File: src/rtl/demux_pkg.sv
// demux_pkg: shared constants and types for the 1-to-4 registered demultiplexer
package demux_pkg;
   localparam int NUM_OUT    = 4;
   localparam int SEL_W      = 2;
   localparam int LANE_DEPTH = 2;
   typedef logic [SEL_W-1:0] lane_sel_t;
endpackage

File: src/rtl/demux_lane.sv
// demux_lane: 2-entry FIFO for one output lane, count plus read pointer
module demux_lane
   import demux_pkg::*;
#(
   parameter int WIDTH = 1,
   parameter int DEPTH = LANE_DEPTH
) (
   input  logic             clk,
   input  logic             reset,
   input  logic             push,
   input  logic [WIDTH-1:0] wdata,
   output logic             full,
   output logic             valid,
   input  logic             ready,
   output logic [WIDTH-1:0] rdata
);
   logic [1:0]       count_q, count_d;
   logic             rd_ptr_q, rd_ptr_d;
   logic [WIDTH-1:0] mem_q [2];
   logic [WIDTH-1:0] mem_d [2];
   logic             do_push, do_pop, wr_ptr;

   assign full  = count_q == 2'(DEPTH);
   assign valid = count_q != 2'd0;
   assign rdata = valid ? mem_q[rd_ptr_q] : '0;

   // next-state: write slot sits one past the head when one entry is held
   always_comb begin
      do_push       = push && !full;
      do_pop        = valid && ready;
      wr_ptr        = rd_ptr_q ^ count_q[0];
      mem_d         = mem_q;
      if (do_push) mem_d[wr_ptr] = wdata;
      rd_ptr_d      = rd_ptr_q ^ do_pop;
      count_d       = count_q + 2'(do_push) - 2'(do_pop);
   end

   // state registers, cleared by reset so buffered words are discarded
   always_ff @(posedge clk) begin
      if (reset) begin
         count_q  <= '0;
         rd_ptr_q <= 1'b0;
         mem_q    <= '{default: '0};
      end else begin
         count_q  <= count_d;
         rd_ptr_q <= rd_ptr_d;
         mem_q    <= mem_d;
      end
   end
endmodule

File: src/rtl/demux.sv
// demux: steers one input stream into four independently back-pressured lane FIFOs
module demux
   import demux_pkg::*;
#(
   parameter int WIDTH = 1,
   parameter int DEPTH = LANE_DEPTH
) (
   input  logic                     clk,
   input  logic                     reset,
   input  logic                     in_valid,
   output logic                     in_ready,
   input  logic [WIDTH-1:0]         in_data,
   input  lane_sel_t                sel,
   output logic [NUM_OUT-1:0]       out_valid,
   input  logic [NUM_OUT-1:0]       out_ready,
   output logic [NUM_OUT*WIDTH-1:0] out_data
);
   logic [NUM_OUT-1:0] full, push;

   // ready depends only on registered occupancy of the addressed lane
   assign in_ready = !reset && !full[sel];

   for (genvar i = 0; i < NUM_OUT; i++) begin : g_lane
      assign push[i] = in_valid && in_ready && (sel == lane_sel_t'(i));
      demux_lane #(.WIDTH(WIDTH), .DEPTH(DEPTH)) u_lane (
         .clk   (clk),
         .reset (reset),
         .push  (push[i]),
         .wdata (in_data),
         .full  (full[i]),
         .valid (out_valid[i]),
         .ready (out_ready[i]),
         .rdata (out_data[i*WIDTH +: WIDTH])
      );
   end
endmodule

File: config.mk
export PLATFORM = sky130hd
export DESIGN_NAME = demux
export DESIGN_NICKNAME = d
export VERILOG_FILES = /design/src/rtl/demux_pkg.sv /design/src/rtl/demux_lane.sv /design/src/rtl/demux.sv
export SDC_FILE = /design/constraint.sdc
export NUM_CORES = 1
export LEC_CHECK = 0
export CAP_MARGIN = 5
export CORE_MARGIN = 5
export CORE_UTILIZATION = 52
export DETAILED_ROUTE_END_ITERATION = 8
export GPL_TIMING_DRIVEN = 0
export PLACE_DENSITY_LB_ADDON = 0.3
export SLEW_MARGIN = 20
export SYNTH_ARGS = -nofsm -noshare
export SYNTH_HDL_FRONTEND = slang
export SYNTH_HIERARCHICAL = 1
export SYNTH_SLANG_ARGS = --single-unit
File: constraint.sdc
create_clock -name clk -period 2.7 [get_ports clk]
set_input_delay 0.54 -clock clk [delete_from_list [all_inputs] [get_ports clk]]
set_output_delay 0.54 -clock clk [all_outputs]
set_load 0.02 [all_outputs]
* Word-level counts from Yosys, hierarchy flattened
Index checks and enable logic that the tools add are counted.
** Word-level totals
- Bits of input ports :: 10
- Output and inout port bits :: 9
- Register bits :: 20
- Word-level logic and storage cells :: 119
** Operators by class
- Equality and inequality tests :: 7
- Reduce and logical (&&, ||, !) cells :: 29
- Bitwise gates (word level) :: 16
- Muxes and demuxes :: 30
- Add/subtract/negate cells :: 8
- $lt $le $gt $ge :: 13
** Operators by type and width (count)
- 1-bit two-way mux :: 21
- 1-bit logical AND :: 18
- 2-bit greater-or-equal comparator, second input constant :: 8
- 1-bit NOT with 2-bit output :: 8
- 2-bit == test, second input constant :: 6
- 2-bit by 1-bit adder with 2-bit output :: 4
- 2-bit bitwise mux :: 4
- 2-bit by 1-bit < comparator with 1-bit output, second input constant :: 4
- 2-bit nonzero test :: 4
- 2-bit by 1-bit subtractor with 2-bit output :: 4
- 1-bit XOR :: 8
- 1-bit logical NOT :: 6
- 1-bit demux with 1-bit select :: 4
- 2-bit by 3-bit < comparator with 1-bit output, second input constant :: 1
- 1-bit binary-select mux with 2-bit select :: 1
- 2-bit by 1-bit == test with 1-bit output, second input constant :: 1
- 2-bit logical NOT :: 1

* Longest topological paths before layout
Gate-level depths: netlist of the first run.
- Depth in word-level cells :: 10
- Gate-level depth with buffers :: 10
- Gate-level depth less buffers :: 10

* By module
The synthesis of the first run kept the hierarchy.
** Modules (own cells, without submodules)
- demux_lane :: times used 4, cells each 31, area an instance 286.5 µm², sequential area each 100.1 µm²
- demux :: times used 1, cells each 8, area an instance 67.6 µm², sequential area each 0.0 µm²

* Worst setup path before layout of the first run
OpenSTA, ideal clock, no wires.
- Kind :: in2reg
- Start point :: input port sel[1]
- End point :: register g_lane[1].u_lane.count_q[1]
- Stages on the path :: 9
- Arrival :: 2.125 ns
- Path buffers :: 0
- Required time :: 2.622 ns
- Setup time :: 0.078 ns
- Path slack :: 0.497 ns
- Path through :: or3b_1 > nor3b_1 > nand2_1 > ha_1 > inv_1 > ha_1 > xor2_1 > and2_1 > nor3_1
** On the way
- Cells in the longest elaborated chain, start to end :: 9
- Elaborated cells on any way between the ends :: 10
- Classes of those cells :: 2 x add/sub; 1 x eq/ne; 2 x mux; 5 x reduce/logical
** RTL lines
- start: declaration :: line demux.sv:13 : input lane_sel_t sel,
- 1-bit binary-select mux with 2-bit select :: line demux.sv:21 : assign in_ready = !reset && !full[sel];
- 1-bit two-way mux (not written as such) :: line demux.sv:21
- 1-bit logical NOT :: line demux.sv:21
- 1-bit logical AND :: line demux.sv:21
- 1-bit logical AND :: line demux.sv:24 : assign push[i] = in_valid && in_ready && (sel == lane_sel_t'(i));
- 1-bit logical AND (*) :: line demux.sv:24
- net push[1] :: line demux.sv:18 : logic [NUM_OUT-1:0] full, push;
- 1-bit logical AND (*) :: line demux_lane.sv:29 : do_push = push && !full;
- 2-bit by 1-bit adder with 2-bit output (*) :: line demux_lane.sv:35 : count_d = count_q + 2'(do_push) - 2'(do_pop);
- 2-bit by 1-bit subtractor with 2-bit output (*) :: line demux_lane.sv:35
- end signal: assignment :: line demux_lane.sv:45 : count_q <= count_d;
- end: declaration :: line demux_lane.sv:17 : logic [1:0] count_q, count_d;
The timed path passes the listed nets; every way through them passes the cells marked *. The select of a mux whose other input is x is not followed.
A chain may end at the register's enable or synchronous reset.

* Worst setup path in the final report of the first run
- Start point :: input port sel[0]
- End point :: output port in_ready
** On the way
- Cells in the longest elaborated chain, start to end :: 4
** RTL lines
- 1-bit binary-select mux with 2-bit select :: line demux.sv:21
- 1-bit two-way mux (not written as such) :: line demux.sv:21
- 1-bit logical NOT :: line demux.sv:21
- 1-bit logical AND :: line demux.sv:21
- end: declaration :: line demux.sv:11 : output logic in_ready,
Every way passes these cells. The select of a mux whose other input is x is not followed.

==> metrics.json, run 1 <==
{
  "via_per_instance_ratio": 5.07,
  "busiest_layer": "met2",
  "finalHoldViolCount": 0,
  "initial_utilization_pct": 54.9,
  "cp_max_fo": 5,
  "number_of_antenna_violations_at_the_first_check_in_global_routing": 0,
  "worst_ir_drop_vdd_mv": 0.687,
  "grt_pass1_wl_microns": 3710,
  "finalWorstSetupSlack_ns": 0.108,
  "io-pin-count": 19,
  "post-route-min-period_ns": 2.59,
  "critical_path.n_buffers_inverters": 2,
  "final_common_cell": "sky130_fd_sc_hd__dfxtp_1",
  "wirelength_microns": 2040,
  "drive_gt1_share_pct": 14.3,
  "status": "completed",
  "mostFrequentLayoutCells": "20 x sky130_fd_sc_hd__dfxtp_1, 17 x sky130_fd_sc_hd__nor2_1, 16 x sky130_fd_sc_hd__clkdlybuf4s50_1",
  "rsz0062_at_grt": "no",
  "grt_use_total_pct": 13.7,
  "cts.repair_timing.setup_buffer_count": 0,
  "detailed_router_iteration_count_before_antenna_repair": 2,
  "syn_avg_cell_area_sq_um": 9.19,
  "postLayoutCoreUtil_pct": 66.0,
  "design_power_total_mw": 1.40,
  "detailedPlace.worstSlack_ns": -0.648,
  "crit_arrival_ns": 2.05,
  "leakagePower_nw": 0.686,
  "grt_remaining_overflow": 0,
  "fmaxAchievable_mhz": 386,
  "worst_stage_delay_on_the_critical_path_ns": 0.57,
  "route.antenna.remaining_nets": 0,
  "nets": 173,
  "floorplan.rows": 17,
  "core_area_sq_um": 2210,
  "maxSlewViolCount": 0,
  "power.density_cell_area_nw_per_um2": 956,
  "iteration_0_drc_count_of_the_detailed_router": 5,
  "grt_start_max_net_pins": 28,
  "synth_warnings": 6,
  "vias": 923,
  "clk-insertion-delay-late_ns": 0.30,
  "placement.io_buffers": 18,
  "worst_path_cell_with_the_longest_stage_delay": "sky130_fd_sc_hd__clkdlybuf4s50_1",
  "synth_cell_type_count": 21,
  "antennaDiodeCount": 0,
  "number_of_global_route_vias_before_repair": 937,
  "finalWeightedCongestion": 0.721,
  "critical_path.endpoint_type": "output pin",
  "clockBufferDepth": 2,
  "syn2layout_area_growth_pct": 20.3,
  "tritoncts.num_buffers": 3,
  "final_min_period_over_clock_period_pct": 96.0,
  "kind_of_launch_point_of_the_worst_setup_path": "input port",
  "chipHeight_microns": 58.3,
  "grtUsageMet2_pct": 24.4,
  "yosysSeqAreaShare_pct": 33.0,
  "worst-slew-pin-transition_ns": 0.443,
  "clk_transition_reported_paths_ns": 0.12,
  "worst_ep_required_time_ns": 2.16,
  "floorplan.die_area_sq_um": 3400,
  "worst_clock_skew_ns": 0.00380,
  "cts.htree.levels": 1,
  "hold_class": "register to register",
  "cts_root_buffer_type": "sky130_fd_sc_hd__clkbuf_4",
  "crit_chain": "clkdlybuf4s50_1 > mux4_2 > nor2_1 > clkdlybuf4s15_1",
  "timing.slew.headroom_pct": 70.4,
  "cts_tree": "done",
  "grt_util_met1_pct": 16.3,
  "post_synth_instance_area_sq_um": 1210,
  "synth_seq_cells": 20,
  "post-route-drc-count": 0,
  "detail_route.wl_per_cell_microns": 11.2,
  "die_w_microns": 58.3,
  "critical_path.top_delay_family": "buffers and inverters",
  "tritoncts_num_sinks": 20,
  "postSynthCellCount": 132,
  "maxCapViolCount": 0,
  "critical_setup_path_kind": "input port to output pin",
  "setup_viol": 0,
  "mappedNetlistNets": 150,
  "global_route.usage.met3_pct": 2.85,
  "place.detailed.hpwl_microns": 1620
}
[registers in the layout, summed over array words and instances (netlist names)]
| name | cells |
|---|---|
| g_lane.u_lane/count_q | 8 |
| g_lane.u_lane/mem_q | 8 |
| g_lane.u_lane/rd_ptr_q | 4 |
[kinds of logic after synthesis]
family / after synthesis / synth area share (%)
AOI/OAI and AO/OA: 4 / 2.47
xor gates and xnor gates: 12 / 8.66
adders and majority gates: 8 / 8.25
buffers and inverters: 12 / 3.71
DFF: 20 / 33.0
muxes: 13 / 11.8
and+or+nand+nor: 63 / 32.2
[Yosys cell counts, drive strengths merged]
master / instances / area [sq um]
nand2: 4 / 15.0
nor2: 17 / 63.8
mux4: 1 / 22.5
nor3b: 6 / 65.1
or2b: 4 / 35.0
nand3b: 1 / 7.51
nor2b: 4 / 25.0
nand2b: 12 / 95.1
nand3: 4 / 20.0
dfxtp: 20 / 400
or3b: 1 / 8.76
ha: 8 / 100
xor2: 8 / 70.1
inv: 12 / 45.0
o21a: 4 / 30.0
and2: 4 / 25.0
nor3: 6 / 30.0
xnor2: 4 / 35.0
mux2i: 12 / 120
[final timing paths]
check                              start                           to  slack (ns)  cells past startpoint
max reg2reg  g_lane[3].u_lane/count_q[0]  g_lane[3].u_lane/count_q[1]        0.64                     10
min            g_lane[2].u_lane/mem_q[1]    g_lane[2].u_lane/mem_q[1]        0.48                      2
max                               sel[0]                     in_ready        0.11                      4
min reg2reg    g_lane[2].u_lane/mem_q[1]    g_lane[2].u_lane/mem_q[1]        0.48                      2
[worst reg2reg max path: stages, from the launching register on]
cell and delay (ns):
sky130_fd_sc_hd__dfxtp_1 0.43, sky130_fd_sc_hd__nand2b_2 0.17, sky130_fd_sc_hd__inv_1 0.07, sky130_fd_sc_hd__nor3b_1 0.29, sky130_fd_sc_hd__nand2_1 0.10, sky130_fd_sc_hd__ha_1 0.28, sky130_fd_sc_hd__inv_1 0.04, sky130_fd_sc_hd__ha_1 0.18
sky130_fd_sc_hd__xor2_1 0.15, sky130_fd_sc_hd__and2_1 0.15, sky130_fd_sc_hd__nor3_1 0.12
[metal layers]
| layer | vias up | routed length, microns |
|---|---|---|
| met1 | 422 | 933 |
| met2 | 17 | 980 |
| met4 | 0 | 13 |
| met3 | 2 | 111 |
| li1 | 482 | - |
| met5 | - | 0 |
[power by group]
group	internal [mW]	switching, mW
clock network	0.0821	0.0956
registers	0.387	0.114
logic	0.358	0.360
total	0.827	0.569
[metrics by stage]
| stage | TNS, ns | hold WS, ns | std cells | area (sq um) |
|---|---|---|---|---|
| 6_report | 0 | 0.483 | 182 | 1460 |
| 5_1_grt | 0 | 0.513 | 182 | 1460 |
| 4_1_cts | 0 | 0.486 | 182 | 1460 |
| 3_5_place_dp | -3.93 | 0.469 | 178 | 1430 |
| 3_3_place_gp | -3.62 | 0.461 | 178 | 1430 |
| 2_1_floorplan | 0 | 0.447 | 132 | 1210 |
[area by class of cell]
cell class | instances | area [sq um]
Sequential cell | 20 | 400
Multi-Input combinational cell | 100 | 768
Inverter | 12 | 45.0
Tap cell | 28 | 35.0
Timing Repair Buffer | 18 | 175
Fill cell | 200 | 752
Clock buffer | 4 | 36.3
[timing repair]
item	4_1_cts	5_1_grt
endpoints found under the setup margin	8	3
gates resized for setup	2	3
hold buffers	0	0
pin swaps	0	0
Power figures use the tool's default switching activity.
==> run 2, diff against run 1 <==
PLACE_DENSITY = 0.83   (was not set)
PLACE_DENSITY_LB_ADDON = not set   (was 0.3)
==> run 2 against run 1 <==
Utilization shrank 0.45 points. Sequential share of layout area rose by 0.19 points. Via count decreased by 0.33%. Count of clock-buffer cells in the layout decreased by 1. First-iteration DRC count increased to 2.6 times the previous value. Die area unchanged. Combinational power fell by 0.7%. Hold slack worse by 0.00057 ns. Largest power group unchanged. Clock skew about the same.
==> metrics.json, run 2 (same netlist as run 1, synthesis figures left out) <==
{
  "cts.htree.levels": {"value": 1, "change": "unchanged"},
  "via_per_instance_ratio": {"value": 5.08, "change": "+0.23%"},
  "cp_max_fo": {"value": 5, "change": "unchanged"},
  "place.detailed.hpwl": {"value": 1610, "unit": "microns", "change": "-0.49%"},
  "timing.slew.headroom": {"value": 69.7, "unit": "%", "change": "-0.79 points"},
  "floorplan.die_area": {"value": 3400, "unit": "sq um", "change": "unchanged"},
  "finalWeightedCongestion": {"value": 0.733, "change": "+1.6%"},
  "grt_use_total": {"value": 14.0, "unit": "%", "change": "+0.23 points"},
  "ctsHoldBuffers": {"value": 0, "change": "unchanged"},
  "nets": {"value": 173, "change": "unchanged"},
  "worst_ep_required_time": {"value": 2.16, "unit": "ns", "change": "about the same"},
  "core_area": {"value": 2210, "unit": "sq um", "change": "unchanged"},
  "worst_ir_drop_vdd": {"value": 0.733, "unit": "mV", "change": "+6.6%"},
  "biggestRegsByFlops": "g_lane.u_lane/count_q x8, g_lane.u_lane/mem_q x8, g_lane.u_lane/rd_ptr_q x4",
  "final_min_period_over_clock_period": {"value": 96.3, "unit": "%", "change": "+0.35 points"},
  "crit_chain": "clkdlybuf4s50_1 > mux4_2 > nor2_1 > dlygate4sd2_1",
  "critical_setup_path_kind": "input port to output pin",
  "iteration_0_drc_count_of_the_detailed_router": {"value": 13, "change": "+8"},
  "cts_tree": "done",
  "hold_class": "register to register",
  "tritoncts.num_buffers": {"value": 3, "change": "unchanged"},
  "wirelength": {"value": 2050, "unit": "microns", "change": "+0.59%"},
  "postLayoutCoreUtil": {"value": 65.6, "unit": "%", "change": "-0.45 points"},
  "tritoncts_num_sinks": {"value": 20, "change": "unchanged"},
  "io-pin-count": {"value": 19, "change": "unchanged"},
  "worst_setup_path_startpoint": "sel[0]",
  "detailed_router_iteration_count_before_antenna_repair": {"value": 4, "change": "+2"},
  "post-route-min-period": {"value": 2.60, "unit": "ns", "change": "+0.00938 ns"},
  "critical_path.endpoint_type": "output pin",
  "number_of_global_route_vias_before_repair": {"value": 946, "change": "+0.96%"},
  "mostFrequentLayoutCells": "20 x sky130_fd_sc_hd__dfxtp_1, 17 x sky130_fd_sc_hd__nor2_1, 16 x sky130_fd_sc_hd__clkdlybuf4s50_1",
  "placement.io_buffers": {"value": 18, "change": "unchanged"},
  "clk-insertion-delay-late": {"value": 0.30, "unit": "ns", "change": "about the same"},
  "grt_remaining_overflow": {"value": 0, "change": "unchanged"},
  "drive_gt1_share": {"value": 14.4, "unit": "%", "change": "+0.093 points"},
  "placed_cell_area": {"value": 1430, "unit": "sq um", "change": "unchanged"},
  "die_w": {"value": 58.3, "unit": "microns", "change": "unchanged"},
  "floorplan.rows": {"value": 17, "change": "unchanged"},
  "fin_worst_hold_slack": {"value": 0.483, "unit": "ns", "change": "-0.000570 ns"},
  "finalWorstSetupSlack": {"value": 0.0986, "unit": "ns", "change": "-0.00938 ns"},
  "rsz0062_at_grt": "no",
  "syn2layout_area_growth_pct": 19.5,
  "n_fill_cell": {"value": 205, "change": "+2.5%"},
  "antennaDiodeCount": {"value": 0, "change": "unchanged"},
  "number_of_antenna_violations_at_the_first_check_in_global_routing": {"value": 0, "change": "unchanged"},
  "grt_start_max_net_pins": {"value": 28, "change": "unchanged"},
  "finalHoldViolCount": {"value": 0, "change": "unchanged"},
  "clk_transition_reported_paths": {"value": 0.11, "unit": "ns", "change": "about the same"},
  "min-delay-start": "g_lane[3].u_lane/mem_q[1]",
  "cts_root_buffer_type": "sky130_fd_sc_hd__clkbuf_4",
  "kind_of_launch_point_of_the_worst_setup_path": "input port",
  "route.antenna.remaining_nets": {"value": 0, "change": "unchanged"},
  "worst-slew-pin-transition": {"value": 0.455, "unit": "ns", "change": "+0.0118 ns"},
  "leakagePower": {"value": 0.681, "unit": "nW", "change": "-0.69%"},
  "post-route-drc-count": {"value": 0, "change": "unchanged"},
  "detailedPlace.worstSlack": {"value": -0.697, "unit": "ns", "change": "-0.0484 ns"},
  "clockBufferDepth": {"value": 2, "change": "unchanged"},
  "detail_route.wl_per_cell": {"value": 11.3, "unit": "microns", "change": "+1.1%"},
  "maxSlewViolCount": {"value": 0, "change": "unchanged"},
  "vias": {"value": 920, "change": "-0.33%"},
  "power.density_cell_area": {"value": 935, "unit": "nW/um^2", "change": "-2.2%"},
  "worst_path_cell_with_the_longest_stage_delay": "sky130_fd_sc_hd__clkdlybuf4s50_1",
  "setup_viol": {"value": 0, "change": "unchanged"},
  "r2r_start": "g_lane[3].u_lane/count_q[0]",
  "fmaxAchievable": {"value": 384, "unit": "MHz", "change": "-0.36%"},
  "final_common_cell": "sky130_fd_sc_hd__dfxtp_1",
  "design_power_total": {"value": 1.36, "unit": "mW", "change": "-2.9%"},
  "chipHeight": {"value": 58.3, "unit": "microns", "change": "unchanged"},
  "initial_utilization": {"value": 54.9, "unit": "%", "change": "unchanged"},
  "crit_arrival": {"value": 2.06, "unit": "ns", "change": "about the same"},
  "worst_stage_delay_on_the_critical_path": {"value": 0.56, "unit": "ns", "change": "about the same"},
  "worst_clock_skew": {"value": 0.00376, "unit": "ns", "change": "-0.0000435 ns"},
  "maxCapViolCount": {"value": 0, "change": "unchanged"},
  "fin_area": {"value": 1450, "unit": "sq um", "change": "-0.69%"},
  "status": "completed",
  "grt_pass1_wl": {"value": 3790, "unit": "microns", "change": "+2.2%"}
}
[run 2: routing by layer]
metal	wire length [microns]	share of wire, %	track usage (%)
met1	890	43	15.6
met2	1060	52	25.2
met5	0	0	0
met4	38	1.9	5.96
met3	65	3.2	3.07
[run 2: stage by stage]
| stage | instances | TNS (ns) |
|---|---|---|
| floorplan | 132 | 0 |
| global placement | 178 | -3.62 |
| detailed placement | 178 | -3.94 |
| CTS | 181 | 0 |
| global route | 181 | 0 |
| finish | 181 | 0 |
[run 2: where the power goes]
part           switching, mW  internal [mW]  total, mW
Combinational          0.357          0.355      0.712
Clock                 0.0894         0.0520      0.141
Sequential             0.115          0.388      0.502
[run 2: final cells by class]
cell class | count | area (sq um) | area share, %
clock buffer | 3 | 22.5 | 1.55
inverter | 12 | 45.0 | 3.11
multi-input combinational | 100 | 773 | 53.3
sequential | 20 | 400 | 27.6
tap | 28 | 35.0 | 2.42
timing repair buffer | 18 | 174 | 12.0
[run 2: path summary, 6_finish.rpt]
path	slack, ns	end	cells after the start
worst min register to register	0.48	g_lane[3].u_lane/mem_q[1]	2
worst max register to register	0.66	g_lane[3].u_lane/count_q[1]	10
worst max-delay path	0.1	in_ready	4
worst min-delay path	0.48	g_lane[3].u_lane/mem_q[1]	2
[run 2: critical path: cells and delay by family]
family / cells / cell delay (ns)
buffers and inverters: 2 / 0.90
multiplexers: 1 / 0.52
AND/OR/NAND/NOR: 1 / 0.09
[run 2: timing repair]
action,in CTS,in global routing
buffers inserted,0,0
setup endpoints to repair,8,4
resized for setup,2,3
